## config.mk

```make
export PLATFORM = sky130hd
export DESIGN_NAME = hazard_stall_ctrl_flat
export DESIGN_NICKNAME = d
export VERILOG_FILES = /design/src/rtl/hazard_pkg.sv /design/src/rtl/hazard_stall_ctrl_if.sv /design/src/rtl/md_busy_timer.sv /design/src/rtl/hazard_stall_ctrl.sv /design/src/flat_wrapper.sv
export SDC_FILE = /design/constraint.sdc
export NUM_CORES = 1
export LEC_CHECK = 0
export CELL_PAD_IN_SITES_DETAIL_PLACEMENT = 1
export CELL_PAD_IN_SITES_GLOBAL_PLACEMENT = 2
export CORE_UTILIZATION = 21
export DETAILED_ROUTE_END_ITERATION = 10
export PLACE_DENSITY = 0.83
export SLEW_MARGIN = 25
export SYNTH_ARGS = -nofsm -noshare
export SYNTH_HDL_FRONTEND = slang
export SYNTH_HIERARCHICAL = 1
export SYNTH_SLANG_ARGS = --single-unit
```

## constraint.sdc

```tcl
create_clock -name clk -period 1.85 [get_ports clk]
set_clock_uncertainty 0.1 [all_clocks]
set_input_delay 0.185 -clock clk [delete_from_list [all_inputs] [get_ports clk]]
set_output_delay 0.185 -clock clk [all_outputs]
set_load 0.02 [all_outputs]
```

## src/rtl/hazard_pkg.sv

```systemverilog
// Shared encodings for the hazard unit and the decoder: Tnew/Tuse timing, MDU op codes, timer states.
// The optional performance counters in the top level are enabled with the HAZ_PERF_EN macro.
package hazard_pkg;

   // Tnew/Tuse: cycles until a value is produced/consumed; Tuse == 3 means "source not read"
   typedef logic [1:0] t_tcyc;
   localparam t_tcyc TUSE_NONE = 2'd3;

   typedef enum logic [1:0] {
      MD_NONE = 2'd0,
      MD_MULT = 2'd1,
      MD_DIV  = 2'd2,
      MD_RSVD = 2'd3
   } md_op_e;

   localparam int MULT_CYC_DEF = 5;
   localparam int DIV_CYC_DEF  = 10;
   localparam int CNT_W        = 4;

   typedef enum logic {
      ST_IDLE = 1'b0,
      ST_RUN  = 1'b1
   } timer_state_e;

   // A source stalls when a producer in E or M will not have its result ready in time.
   function automatic logic src_hazard(input logic [4:0] src,
                                       input t_tcyc      tuse,
                                       input logic [4:0] waddr_e,
                                       input t_tcyc      tnew_e,
                                       input logic [4:0] waddr_m,
                                       input t_tcyc      tnew_m);
      return (src != 5'd0) && (tuse != TUSE_NONE) &&
             (((src == waddr_e) && (tuse < tnew_e)) ||
              ((src == waddr_m) && (tuse < tnew_m)));
   endfunction

   function automatic logic is_md_op(input logic [1:0] op);
      return (op == MD_MULT) || (op == MD_DIV);
   endfunction

endpackage

```

## src/rtl/hazard_stall_ctrl_if.sv

```systemverilog
// D/E/M-stage hazard inputs and stall outputs between the pipeline datapath and the hazard unit.
interface hazard_stall_ctrl_if;
   logic [4:0] rs_D;
   logic [4:0] rt_D;
   logic [1:0] tuse_rs_D;
   logic [1:0] tuse_rt_D;
   logic       md_use_D;
   logic [4:0] waddr_E;
   logic [1:0] tnew_E;
   logic [4:0] waddr_M;
   logic [1:0] tnew_M;
   logic [1:0] md_op_E;
   logic       en_PC;
   logic       en_D;
   logic       flush_E;
   logic       md_busy;

   modport master (
      output rs_D, rt_D, tuse_rs_D, tuse_rt_D, md_use_D,
             waddr_E, tnew_E, waddr_M, tnew_M, md_op_E,
      input  en_PC, en_D, flush_E, md_busy
   );

   modport slave (
      input  rs_D, rt_D, tuse_rs_D, tuse_rt_D, md_use_D,
             waddr_E, tnew_E, waddr_M, tnew_M, md_op_E,
      output en_PC, en_D, flush_E, md_busy
   );
endinterface

```

## src/rtl/md_busy_timer.sv

```systemverilog
// MDU occupancy timer: loads the op latency as a mult/div leaves E, then counts down to idle.
module md_busy_timer
   import hazard_pkg::*;
#(
   parameter int MULT_CYC = MULT_CYC_DEF,
   parameter int DIV_CYC  = DIV_CYC_DEF    // must fit the 4-bit counter (<= 15)
) (
   input  logic       clk,
   input  logic       reset,
   input  logic [1:0] md_op,
   output logic       busy
);

   timer_state_e     r_state;
   timer_state_e     w_state_nxt;
   logic [CNT_W-1:0] r_cnt;
   logic [CNT_W-1:0] w_cnt_nxt;

   // NOTE: state registers use non-blocking assignments so every flop samples pre-edge values.
   always_ff @(posedge clk or negedge reset) begin
      if (!reset) begin
         r_state <= ST_IDLE;
         r_cnt   <= '0;
      end else begin
         r_state <= w_state_nxt;
         r_cnt   <= w_cnt_nxt;
      end
   end

   // A new op always reloads, even while running; decoding normally keeps that from happening.
   always_comb begin
      // NOTE: defaults first so no path through the block leaves a variable unassigned (no latch).
      w_state_nxt = r_state;
      w_cnt_nxt   = r_cnt;
      if (md_op == MD_MULT) begin
         w_cnt_nxt   = CNT_W'(MULT_CYC);
         w_state_nxt = ST_RUN;
      end else if (md_op == MD_DIV) begin
         w_cnt_nxt   = CNT_W'(DIV_CYC);
         w_state_nxt = ST_RUN;
      end else begin
         case (r_state)
            ST_RUN: begin
               if (r_cnt != '0) w_cnt_nxt = r_cnt - 1'b1;
               if (r_cnt <= CNT_W'(1)) w_state_nxt = ST_IDLE;
            end
            default: w_state_nxt = ST_IDLE;
         endcase
      end
   end

   assign busy = (r_cnt != '0);

endmodule

```

## src/rtl/hazard_stall_ctrl.sv

```systemverilog
// Pipeline stall/bubble scheduler: Tuse-vs-Tnew comparators, MDU stall and the stall OR-tree.
// Define HAZ_PERF_EN to add the stall_cnt / md_stall_cnt performance counters.
module hazard_stall_ctrl
   import hazard_pkg::*;
#(
   parameter int MULT_CYC = MULT_CYC_DEF,
   parameter int DIV_CYC  = DIV_CYC_DEF
) (
   input  logic                clk,
   input  logic                reset,
   hazard_stall_ctrl_if.slave  hif
`ifdef HAZ_PERF_EN
   ,
   output logic [31:0]         stall_cnt,
   output logic [31:0]         md_stall_cnt
`endif
);

   logic w_stall_rs;
   logic w_stall_rt;
   logic w_md_stall;
   logic w_stall;
   logic w_md_busy;

   md_busy_timer #(
      .MULT_CYC (MULT_CYC),
      .DIV_CYC  (DIV_CYC)
   ) u_timer (
      .clk   (clk),
      .reset (reset),
      .md_op (hif.md_op_E),
      .busy  (w_md_busy)
   );

   assign w_stall_rs = src_hazard(hif.rs_D, hif.tuse_rs_D, hif.waddr_E, hif.tnew_E,
                                  hif.waddr_M, hif.tnew_M);
   assign w_stall_rt = src_hazard(hif.rt_D, hif.tuse_rt_D, hif.waddr_E, hif.tnew_E,
                                  hif.waddr_M, hif.tnew_M);

   // While reset is held the MDU is considered empty, so only data hazards may stall.
   assign w_md_stall = reset && hif.md_use_D && (w_md_busy || is_md_op(hif.md_op_E));
   assign w_stall    = w_stall_rs | w_stall_rt | w_md_stall;

   assign hif.en_PC   = !w_stall;
   assign hif.en_D    = !w_stall;
   assign hif.flush_E = w_stall;
   assign hif.md_busy = w_md_busy;

`ifdef HAZ_PERF_EN
   logic [31:0] r_stall_cnt;
   logic [31:0] r_md_stall_cnt;

   always_ff @(posedge clk or negedge reset) begin
      if (!reset) begin
         r_stall_cnt    <= '0;
         r_md_stall_cnt <= '0;
      end else begin
         r_stall_cnt    <= r_stall_cnt + 32'(w_stall);
         r_md_stall_cnt <= r_md_stall_cnt + 32'(w_md_stall);
      end
   end

   assign stall_cnt    = r_stall_cnt;
   assign md_stall_cnt = r_md_stall_cnt;
`endif

endmodule

```

## src/flat_wrapper.sv

```systemverilog
// flat-port wrapper written by rule: the top's interface ports become plain ports
module hazard_stall_ctrl_flat import hazard_pkg::*;
#(
   parameter int MULT_CYC = MULT_CYC_DEF,
   parameter int DIV_CYC  = DIV_CYC_DEF
)
  (clk, reset, hif_rs_D, hif_rt_D, hif_tuse_rs_D, hif_tuse_rt_D, hif_md_use_D, hif_waddr_E, hif_tnew_E, hif_waddr_M, hif_tnew_M, hif_md_op_E, hif_en_PC, hif_en_D, hif_flush_E, hif_md_busy);
  hazard_stall_ctrl_if hif_i ();
  input  logic clk;
  input  logic reset;
  input wire logic [$bits(hif_i.rs_D)-1:0] hif_rs_D;
  input wire logic [$bits(hif_i.rt_D)-1:0] hif_rt_D;
  input wire logic [$bits(hif_i.tuse_rs_D)-1:0] hif_tuse_rs_D;
  input wire logic [$bits(hif_i.tuse_rt_D)-1:0] hif_tuse_rt_D;
  input wire logic [$bits(hif_i.md_use_D)-1:0] hif_md_use_D;
  input wire logic [$bits(hif_i.waddr_E)-1:0] hif_waddr_E;
  input wire logic [$bits(hif_i.tnew_E)-1:0] hif_tnew_E;
  input wire logic [$bits(hif_i.waddr_M)-1:0] hif_waddr_M;
  input wire logic [$bits(hif_i.tnew_M)-1:0] hif_tnew_M;
  input wire logic [$bits(hif_i.md_op_E)-1:0] hif_md_op_E;
  output wire logic [$bits(hif_i.en_PC)-1:0] hif_en_PC;
  output wire logic [$bits(hif_i.en_D)-1:0] hif_en_D;
  output wire logic [$bits(hif_i.flush_E)-1:0] hif_flush_E;
  output wire logic [$bits(hif_i.md_busy)-1:0] hif_md_busy;
  assign hif_i.rs_D = hif_rs_D;
  assign hif_i.rt_D = hif_rt_D;
  assign hif_i.tuse_rs_D = hif_tuse_rs_D;
  assign hif_i.tuse_rt_D = hif_tuse_rt_D;
  assign hif_i.md_use_D = hif_md_use_D;
  assign hif_i.waddr_E = hif_waddr_E;
  assign hif_i.tnew_E = hif_tnew_E;
  assign hif_i.waddr_M = hif_waddr_M;
  assign hif_i.tnew_M = hif_tnew_M;
  assign hif_i.md_op_E = hif_md_op_E;
  assign hif_en_PC = hif_i.en_PC;
  assign hif_en_D = hif_i.en_D;
  assign hif_flush_E = hif_i.flush_E;
  assign hif_md_busy = hif_i.md_busy;
  hazard_stall_ctrl #(.MULT_CYC(MULT_CYC), .DIV_CYC(DIV_CYC)) u_core (.clk(clk), .reset(reset), .hif(hif_i));
endmodule
```

==> results of run 1 <==
[sequential cells by signal (all words and copies together) (netlist names)]
| register | cells |
|---|---|
| u_core/u_timer/r_state | 1 |
| u_core/u_timer/r_cnt | 4 |
[critical path: cells and delay by family (launching register included)]
kind	cells	cell delay [ns]
buf+inv	2	0.22
fa+ha+maj	1	0.15
simple gates	2	0.37
compound gates	1	0.24
flops	1	0.38
[report_power, final]
part / internal, mW / switching [mW]
Clock: 0.0819 / 0.0511
Combinational: 0.436 / 0.372
Sequential: 0.167 / 0.0450
Total: 0.685 / 0.469
[through the flow]
step	worst slack, ns	cell area (um^2)	total power, mW	hold WS (ns)
detailed placement	-0.938	1390	0.890	0.404
global placement	-0.847	1390	0.850	0.398
global route	-0.108	1490	1.25	0.182
CTS	-0.116	1490	1.14	0.159
finish	-0.0553	1490	1.15	0.163
floorplan	-0.00889	761	0.516	-0.211
[synthesized netlist by cell type (2+ instances only)]
| library cell | count | area (um^2) |
|---|---|---|
| xor2_1 | 17 | 149 |
| inv_1 | 11 | 41.3 |
| ha_1 | 9 | 113 |
| nor2_1 | 7 | 26.3 |
| o21ai_0 | 7 | 35.0 |
| dfrtp_1 | 5 | 125 |
| nand2_1 | 4 | 15.0 |
| nor3_1 | 4 | 20.0 |
| nor4_1 | 4 | 25.0 |
| xnor2_1 | 4 | 35.0 |
| a21oi_1 | 3 | 15.0 |
| a221oi_1 | 2 | 17.5 |
| nand3_1 | 2 | 10.0 |
| nand4_1 | 2 | 12.5 |
| o21ai_1 | 2 | 10.0 |
| or4_1 | 2 | 15.0 |
[cell families after synthesis]
logic type | after synthesis
AOI/OAI and AO/OA | 18
xor gates and xnor gates | 21
adders and majority gates | 9
buffers and inverters | 12
DFF | 5
and+or+nand+nor | 29
[cell type report]
class / count / area share, %
timing repair buffer: 70 / 36.8
inverter: 11 / 2.76
sequential: 5 / 8.38
tap: 46 / 3.85
clock buffer: 4 / 1.76
multi-input combinational: 77 / 46.5
[cell usage in the layout, fill, tap and decap left out, drive strengths merged]
master          n
a211o           1
a21oi           3
a221oi          2
a31oi           1
a32o            1
buf            50
clkbuf         10
clkdlybuf4s15   4
clkdlybuf4s50   7
dfrtp           5
dlygate4sd2     1
dlymetal6s2s    2
ha              9
inv            11
nand2           4
nand3           2
nand4           2
nor2            7
nor2b           1
nor3            4
nor3b           1
nor4            4
nor4b           1
o211a           1
o21ai           9
or3             1
or4             2
xnor2           4
xor2           17
[per-layer routing]
layer / track usage, % / vias to the layer above
met5: 0 / -
met4: 8.25 / 0
met3: 2.28 / 7
met2: 34.1 / 44
met1: 16.7 / 453
li1: - / 478
[worst min-delay path by stage]
stage,to,slack (ns),cells after the start
2_1_floorplan,u_core/u_timer/r_cnt[0],-0.21,0
3_3_place_gp,u_core/u_timer/r_cnt[2],0.40,2
3_5_place_dp,u_core/u_timer/r_cnt[2],0.40,2
4_1_cts,u_core/u_timer/r_cnt[2],0.16,2
5_1_grt,u_core/u_timer/r_cnt[2],0.18,2
6_report,u_core/u_timer/r_cnt[2],0.16,2
[repair_timing]
action / 4_1_cts / 5_1_grt
pin swaps: 20 / 12
resized for setup: 116 / 21
setup endpoints to repair: 4 / 3
hold buffers: 0 / 0
setup buffers: 4 / 1
==> results summary, run 1 <==
The largest incremental delay on the critical path came out at 0.38 ns. In this run the tightest slew margin relative to its limit is 78.4%. The placer's final routability congestion estimate came out at 0.833. The number of nets handed over by synthesis was 136.

The compound-gate portion of the synthesized area is 15.9%. Across every metal layer, demand over resource in global routing totals 16.9%. The number of cells in the design after placement is 204. The placed wire-length estimate after detailed placement came out at 2.50 mm. The power per standard cell area came out at 772 nW/um^2. The clock drives 5 sinks. The number of buffers between clock root and the deepest sink came out at 2. The routed layout has 982 vias. After synthesis, the share of flip-flops with an asynchronous set or reset is 100%.

TritonCTS built the clock tree. Leaving out filler cells and counting taps, the final layout contains 213. The end of the worst register-to-register path is u_core/u_timer/r_cnt[2].

The final reports fail on setup timing. The transition time at the pin with the least slew margin is 0.321 ns. The flip-flop and latch count after synthesis came out at 5. The post-layout minimum cycle time came out at 1.91 ns.

The classification of the worst setup path is flip-flop to output port. At the worst endpoint, the required time is 1.56 ns. CTS built an H-tree with a depth of 1. After detailed routing, the wire length on met1 is 1.07 mm.

The sequential-to-total area share from yosys stat came out at 16.7%. The register-to-register path setup slack is 0.30 ns. The worst setup path is captured at an output port. The portion of the clock cycle consumed by the worst path in the final layout is 103%. The DRC violation total after the first TritonRoute iteration came out at 15. The largest family of logic cells by synthesized area is XOR/XNOR gates. The worst-case IR drop observed on VDD is 0.197 mV. The wire length of the first global-routing pass came out at 4.60 mm. The critical path goes through inv_2, ha_4, nand2_4, o211a_4, or3_1, buf_6.

The area of the die is 3810 um^2. The number of nets in the layout is 210. Cells with a size suffix above 1 make up 52.7% of the layout. Setup repair after global routing could not meet its margin everywhere.

The number of antenna violations at the first check in global routing is 0. For this run, the leading register cell type out of synthesis is dfrtp_1. The via-per-instance ratio is 4.61. The signal arrival time at the worst endpoint came out at 1.62 ns. Synthesis produced 94 cells. Summed over all cells, the static leakage comes to 0.706 nW. Summing all flip-flop and latch instances after layout gives 125 um^2.

The area of the core came out at 3390 um^2. The total wire length is 2.89 mm. The total of max-cap violations came out at 0. Summed over all nets, wire length on met3 after detailed routing comes to 166 um. The synthesized area is 749 um^2. Counting the fill cells in the layout gives 411.

The flow ran to the end, but the final reports show violations. The Yosys step of the flow raised 6 warnings. The final count of hold timing violations is 0. A synthesized cell averages 7.97 um^2. The largest individual stage delay along the critical path comes from the cell dfrtp_1. The path depth of the worst reg2reg path is 8.

After detailed routing, the number of remaining DRC violations is 0. The number of rows in the core area came out at 21. The number of synthesized flops with an enable pin is 0.

After Yosys synthesis, XOR and XNOR cells account for 24.5% of the synthesized area. The per-cell routed wire length is 13.6 um. From synthesis to final layout, the design area changed by 99.3%.

The worst flop-to-flop path startpoint is u_core/u_timer/r_cnt[1]. Setup violations remaining at the end of the flow were counted as 3. The clock latency of the later-clocked register in the worst-skew pair is 0.25 ns. The final critical-path setup slack came out at -0.0553 ns. The simple-gate share of the synthesized area is 21.4%. Clock tree synthesis selected as its root buffer the cell clkbuf_4. After clock tree synthesis, the clock-pin slew on the worst setup and hold paths is 0.04 ns. The die boundary width is 61.7 um.

The count of antenna-violating nets left after detailed routing came out at 0. The summed negative setup slack over all endpoints is -0.0847 ns. The post-synthesis mux area share came out at 0%. Of all nets on the critical path, the largest fanout is 2. The wire length on met2 came out at 1.56 mm. The via count of the first global-routing pass came out at 1,108. Based on the critical path, the design can be clocked at up to 525 MHz.

The total global routing overflow is 0. The highest metal layer carrying signal wires in the routed design is met4. The height of the chip came out at 61.7 um. The max-slew violation total from the final report is 0. The number of antenna cells inserted is 0.

The largest net degree at the start of global routing came out at 7. In the final layout, the multi-input gates occupy 694 um^2. The core occupancy in the finished layout is 44.1%.

The adder-cell area share of the yosys netlist came out at 15.0%. During placement, the flow inserted port buffers numbering 36. STA classifies the critical path startpoint as a flip-flop. The worst setup path endpoint is hif_flush_E.

The path class of the tightest hold or removal check is input pin to asynchronous set/reset pin. The timing startpoint of the critical path is u_core/u_timer/r_cnt[1]. 37 I/O pins were placed.

The iteration count of the initial detailed-routing pass came out at 4. The initial utilization of the core area, before any placement, comes to 22.1%. The clock buffer count from CTS is 3.

The number of distinct library cell variants in the gate-level netlist after synthesis came out at 25.
Power figures use the tool's default switching activity.
==> run 2, diff against run 1 <==
clock period = 1.9 ns   (was 1.85 ns; I/O delays follow)
==> results summary, run 2 (same netlist as run 1, synthesis figures left out) <==
Ranked by flip-flop count, first place goes to u_core/u_timer/r_cnt. The switching power total came to 0.449 mW (-4.1%). The peak supply drop is 0.196 mV (-0.61%). The max-slew violation total from the final report came out at 0 (unchanged). The wire length of the first global-routing pass was 4.79 mm (+4.0%). The number of antenna violations at the first check in global routing was 0 (unchanged). The total wire length is 3.22 mm (+11%). On the critical path, the stage with the largest delay is an instance of nor4_2. The per-cell routed wire length is 15.3 um (+13%). The number of buffers and inverters on the critical path came out at 4 (+2). The post-synthesis to final-layout area growth is 99.7%.

The placer's final routability congestion estimate was 0.859 (+3.1%). The number of buffers between clock root and the deepest sink is 2 (unchanged). The share of power burned in combinational logic came out at 68.2% (-1.9 points). The number of flip-flops under the largest register name came to 4 (unchanged). The max-slew headroom at the worst pin came out at 80.3% (+1.8 points). The number of cells in the finished layout apart from fillers came to 210 (-1.4%). The clock latency of the later-clocked register in the worst-skew pair is 0.25 ns (about the same). The fraction of layout cells with a size suffix above 1 was 50.0% (-2.7 points). The final critical-path setup slack came out at -0.0559 ns (-0.000609 ns). The height of the chip came to 61.7 um (unchanged). The number of input and output port buffers inserted came out at 36 (unchanged). The power per standard cell area came out at 709 nW/um^2 (-8.1%).

The die boundary width is 61.7 um (unchanged). The register-to-register path setup slack is 0.45 ns (+0.15 ns). The via count came out at 977 (-0.51%). The checks that failed: setup timing.

The signal arrival time at the worst endpoint came out at 1.67 ns (+0.05 ns). The number of sinks handled by clock tree synthesis was 5 (unchanged). The count of antenna-violating nets left after detailed routing came to 0 (unchanged). The number of rows in the core area is 21 (unchanged).

The largest registers in the layout are u_core/u_timer/r_cnt (4), u_core/u_timer/r_state (1). The total global routing overflow came out at 0 (unchanged). The setup-violating endpoint count in the final report came out at 3 (unchanged). The part of the power in the clock network is 12.0% (+0.5 points).

The total internal power came out at 0.613 mW (-11%). The final non-filler cell area came out at 1500 um^2 (+0.17%). The number of levels in the clock H-tree is 1 (unchanged). The largest net degree at the start of global routing is 7 (unchanged). The DRC violation total after the first TritonRoute iteration came out at 22 (+7). The classification of the worst setup path is input pin to output port. In the layout the commonest cells are 32 x buf_4, 15 x xor2_1, 8 x clkdlybuf4s50_1, 8 x buf_2. The via count of the first global-routing pass is 1,152 (+4.0%). The fraction of power spent switching nets is 42.3% (+1.7 points). The type of element capturing the critical path is an output port. The via-per-instance ratio came to 4.65 (+0.91%). The top achievable clock speed is 511 MHz. The portion of the clock cycle consumed by the worst path in the final layout came out at 103%.

Broken down by cell family, the worst path's largest delay share belongs to buffers and inverters. TritonCTS built the clock tree. The data required time of the worst path is 1.61 ns (+0.05 ns).

The number of cells in the design after placement is 205 (+0.49%). The number of nets in the layout came out at 207 (-1.4%). The area of the core came out at 3390 um^2 (unchanged). The starting density of the core came out at 22.1% (unchanged). The clock buffer count from CTS is 3 (unchanged). The largest incremental delay on the critical path came out at 0.28 ns (-0.10 ns).

Walking the worst path, the cells encountered are clkbuf_2, xor2_2, nor4_2, buf_4, nand3_4, a221oi_4, buf_4, nor3_4, buf_6. The worst setup path is launched from an input pin. The quantity of hold-fixing buffers added after cts came out at 0 (unchanged). The iteration count of the initial detailed-routing pass was 4 (unchanged).

The transition time at the pin with the least slew margin was 0.292 ns (-0.0292 ns). The placed wire-length estimate after detailed placement came out at 2.56 mm (+2.4%). The area of the die is 3810 um^2 (unchanged). The number of remaining DRC errors is 0 (unchanged). The total of max-cap violations came out at 0 (unchanged). The clock root buffer master is clkbuf_4. The fraction of power consumed by sequential logic is 19.8% (+1.4 points). Leaving out fill and tap cells, the most frequent cell in the layout is buf_4.

The flow ran to the end, but the final reports show violations. The I/O pin total was 37 (unchanged). The clock transition at the registers of the reported paths is 0.04 ns (about the same).

The smallest hold slack came to 0.160 ns (-0.00260 ns). Setup repair after global routing could not meet its margin everywhere. Among the stages of the critical path, the cell type that occurs most often is buf_4. The class of the worst hold path is input pin to asynchronous set/reset pin. The maximum fanout encountered on the critical timing path came to 2 (unchanged).

The number of antenna cells inserted is 0 (unchanged). The instance area after placement came out at 1400 um^2 (+0.54%). The post-layout minimum cycle time is 1.96 ns. The cell leakage power is 0.698 nW (-1.0%). The global routing usage summed across all routing layers is 17.9% (+1.0 points). The final count of hold timing violations came out at 0 (unchanged).
## run 2: changes by cell type in the layout (fill, tap and decap cells not counted), sizes merged
cell / delta
buf: -7
clkdlybuf4s15: -2
dlymetal6s2s: -1
clkdlybuf4s50: +1
clkbuf: +1
dlygate4sd2: +5
## run 2: metrics by stage
stage	setup slack (ns)	utilization (%)	total power, mW	TNS, ns
after floorplan	0.000129	-	0.503	0
after global placement	-0.812	41.2	0.819	-2.43
after detailed placement	-0.968	41.2	0.868	-3.16
after CTS	-0.0781	43.0	1.05	-0.165
after global routing	-0.109	44.1	1.16	-0.303
final	-0.0559	44.1	1.06	-0.149
## run 2: final timing paths
path                                         startpoint                       to  depth (start not counted)
min in group clk                 u_core/u_timer/r_state   u_core/u_timer/r_state                          1
worst min-delay path                              reset   u_core/u_timer/r_state                          2
worst max-delay path                     hif_waddr_E[4]                hif_en_PC                          9
max in group asynchronous                         reset  u_core/u_timer/r_cnt[0]                          2
worst max register to register  u_core/u_timer/r_cnt[2]  u_core/u_timer/r_cnt[3]                          4
worst min register to register   u_core/u_timer/r_state   u_core/u_timer/r_state                          1
## run 2: per-layer routing
metal	up-vias	GRT usage (%)	wire, um
li1	466	-	-
met1	463	15.2	1160
met2	42	37.3	1820
met3	6	2.69	164
met4	0	12.1	64
met5	-	0	0
## run 2: cell type report
type / count / area, um^2
well taps: 46 / 57.6
inverters: 11 / 41.3
flip-flops and latches: 5 / 125
multi-input cells: 77 / 731
fillers: 421 / 1890
clock buffers: 4 / 26.3
repair buffers: 67 / 515
## run 2: worst reg2reg max path, delay by kind of cell (launching register included)
kind | cells | cell delay, ns
simple gates | 3 | 0.69
flops | 1 | 0.38
buf+inv | 1 | 0.15
## run 2: what timing repair did
action,in CTS,in global routing
setup endpoints to repair,4,4
resized for setup,96,28
buffers inserted,1,0
pin swaps,19,14
gates cloned,0,0
## run 2: power groups by stage
stage                     Clock, mW  Sequential (mW)  Combinational [mW]
after floorplan                   0            0.205               0.298
after global placement            0            0.201               0.619
after detailed placement          0            0.206               0.662
after CTS                     0.135            0.212               0.705
after global routing          0.145            0.218               0.797
final                         0.127            0.211               0.724
==> run 3, diff against run 2 <==
CORE_MARGIN = 1.5   (was not set)
==> results summary, run 3 (same netlist as run 1, synthesis figures left out) <==
The final critical-path setup slack came to -0.0280 ns (+0.0280 ns). The number of buffers between clock root and the deepest sink is 2 (unchanged). The data required time of the worst path came out at 1.61 ns (about the same). The peak supply drop came to 0.256 mV (+31%). The total global routing overflow came out at 0 (unchanged). The final reports fail on setup timing.

The library cells used most frequently in the layout, excluding fill and tap cells, are 34 x buf_4, 15 x xor2_1, 8 x clkdlybuf4s50_1, 8 x buf_6. The number of rows in the core area is 21 (unchanged). The starting density of the core was 22.1% (unchanged). The power per standard cell area came to 721 nW/um^2 (+1.6%). The per-cell routed wire length is 15.6 um (+2.1%).

The DRC violation total after the first TritonRoute iteration is 30 (+36%). The number of antenna violations at the first check in global routing came out at 0 (unchanged). The I/O pin total is 37 (unchanged).

The largest net degree at the start of global routing was 7 (unchanged). The post-synthesis to final-layout area growth came out at 111%. The core occupancy in the finished layout is 46.6% (+2.5 points). The global routing usage summed across all routing layers came to 16.8% (-1.1 points). The quantity of hold-fixing buffers added after cts came out at 0 (unchanged). The iteration count of the initial detailed-routing pass is 4 (unchanged). The flow ran to the end, but the final reports show violations. The final non-filler cell area is 1580 um^2 (+5.6%).

The number of nets in the layout came out at 210 (+1.4%). The number of cells in the finished layout apart from fillers is 213 (+1.4%). The via count of the first global-routing pass is 1,145 (-0.61%). On the critical path, the stage with the largest delay is an instance of dfrtp_1.

Setup repair after global routing could not meet its margin everywhere. The largest incremental delay on the critical path is 0.38 ns (+0.10 ns). The final count of hold timing violations came to 0 (unchanged). The type of element capturing the critical path is an output port.

The count of antenna-violating nets left after detailed routing came out at 0 (unchanged). The CTS tree is done. The number of remaining DRC errors came to 0 (unchanged). The largest registers in the layout are u_core/u_timer/r_cnt (4), u_core/u_timer/r_state (1). The classification of the worst setup path is flip-flop to output port. The placed wire-length estimate after detailed placement came out at 2.53 mm (-1.0%). The via count is 1,004 (+2.8%).

In this design, the largest share of critical-path delay is due to flip-flops. The signal arrival time at the worst endpoint came out at 1.64 ns (-0.03 ns). The number of sinks handled by clock tree synthesis is 5 (unchanged). The overall power of the completed layout came out at 1.14 mW (+7.3%).

The clock transition at the registers of the reported paths was 0.05 ns (about the same). The total wire length came out at 3.33 mm (+3.5%). The smallest hold slack came to 0.176 ns (+0.0152 ns). The worst setup path is launched from a flip-flop. The height of the chip came out at 62.7 um (+1.6%). The number of flip-flops under the largest register name is 4 (unchanged). Counting flops per register, the top entry is u_core/u_timer/r_cnt. The area of the die came out at 3940 um^2 (+3.3%). The die boundary width came to 62.7 um (+1.6%). The total of max-cap violations is 0 (unchanged). The fraction of layout cells with a size suffix above 1 is 49.1% (-0.90 points). The summed negative setup slack over all endpoints is -0.0334 ns (+0.115 ns). The number of cells in the design after placement is 204 (-0.49%).

The area of the core is 3390 um^2 (unchanged). The wire length of the first global-routing pass came out at 5.11 mm (+6.6%). The most common cell after layout, fill and taps aside is buf_4. The max-slew headroom at the worst pin is 78.4% (-1.8 points).

The class of the worst hold path is input pin to asynchronous set/reset pin. The portion of the clock cycle consumed by the worst path in the final layout is 101% (-1.5 points). The number of buffers and inverters on the critical path is 2 (-2).

The post-layout minimum cycle time came out at 1.93 ns (-0.0280 ns). The number of input and output port buffers inserted was 36 (unchanged). The worst slack at placement was -0.887 ns (+0.0811 ns). The transition time at the pin with the least slew margin is 0.319 ns (+0.0271 ns). The number of filler instances in the final layout came out at 420 (-0.24%).

The top achievable clock speed is 519 MHz (+1.5%). The number of antenna cells inserted is 0 (unchanged). The number of levels in the clock H-tree came to 1 (unchanged). The setup-violating endpoint count in the final report came out at 3 (unchanged).

The clock buffer count from CTS is 3 (unchanged). The signal on the critical path passes through inv_2, ha_4, nand2_4, o211a_4, or3_1, buf_6. The clock root buffer master is clkbuf_4. The via-per-instance ratio is 4.71 (+1.3%). The maximum fanout encountered on the critical timing path is 2 (unchanged). The placer's final routability congestion estimate came out at 0.858 (-0.12%).

The max-slew violation total from the final report came out at 0 (unchanged). The clock latency of the later-clocked register in the worst-skew pair is 0.26 ns (about the same). The instance area after placement is 1390 um^2 (-0.54%). The cell leakage power was 0.708 nW (+1.3%).
## run 3: layout make-up
| type | instances | area (um^2) | share of cell area, % |
|---|---|---|---|
| tap | 46 | 57.6 | 3.64 |
| multi-input combinational | 77 | 728 | 46.1 |
| clock buffer | 4 | 26.3 | 1.66 |
| timing repair buffer | 70 | 602 | 38.1 |
| inverter | 11 | 41.3 | 2.61 |
| sequential | 5 | 125 | 7.92 |
## run 3: power by group
part | leakage (nW) | switching, mW | internal (mW)
registers | 0.0570 | 0.0473 | 0.162
clock network | 0.0150 | 0.0555 | 0.0802
logic | 0.636 | 0.375 | 0.419
## run 3: routing by layer
| metal | wire length (um) | GRT usage (%) | vias to the layer above |
|---|---|---|---|
| met5 | 0 | 0 | - |
| met4 | 157 | 11.7 | 0 |
| met3 | 171 | 2.88 | 12 |
| met2 | 1770 | 31.3 | 52 |
| met1 | 1240 | 16.8 | 466 |
| li1 | - | - | 474 |
## run 3: repair_timing
item / CTS / global route
resized for setup: 118 / 19
setup buffers: 3 / 2
pin swaps: 23 / 5
endpoints found under the setup margin: 4 / 4
## run 3: final timing paths
path	startpoint	endpoint	slack, ns	cells after the start
worst max-delay path	u_core/u_timer/r_cnt[1]	hif_flush_E	-0.03	6
worst max register to register	u_core/u_timer/r_cnt[1]	u_core/u_timer/r_cnt[2]	0.34	8
min in group clk	u_core/u_timer/r_state	u_core/u_timer/r_state	0.51	1
worst min-delay path	reset	u_core/u_timer/r_state	0.18	2
max in group asynchronous	reset	u_core/u_timer/r_cnt[2]	1.41	2
worst min register to register	u_core/u_timer/r_state	u_core/u_timer/r_state	0.51	1
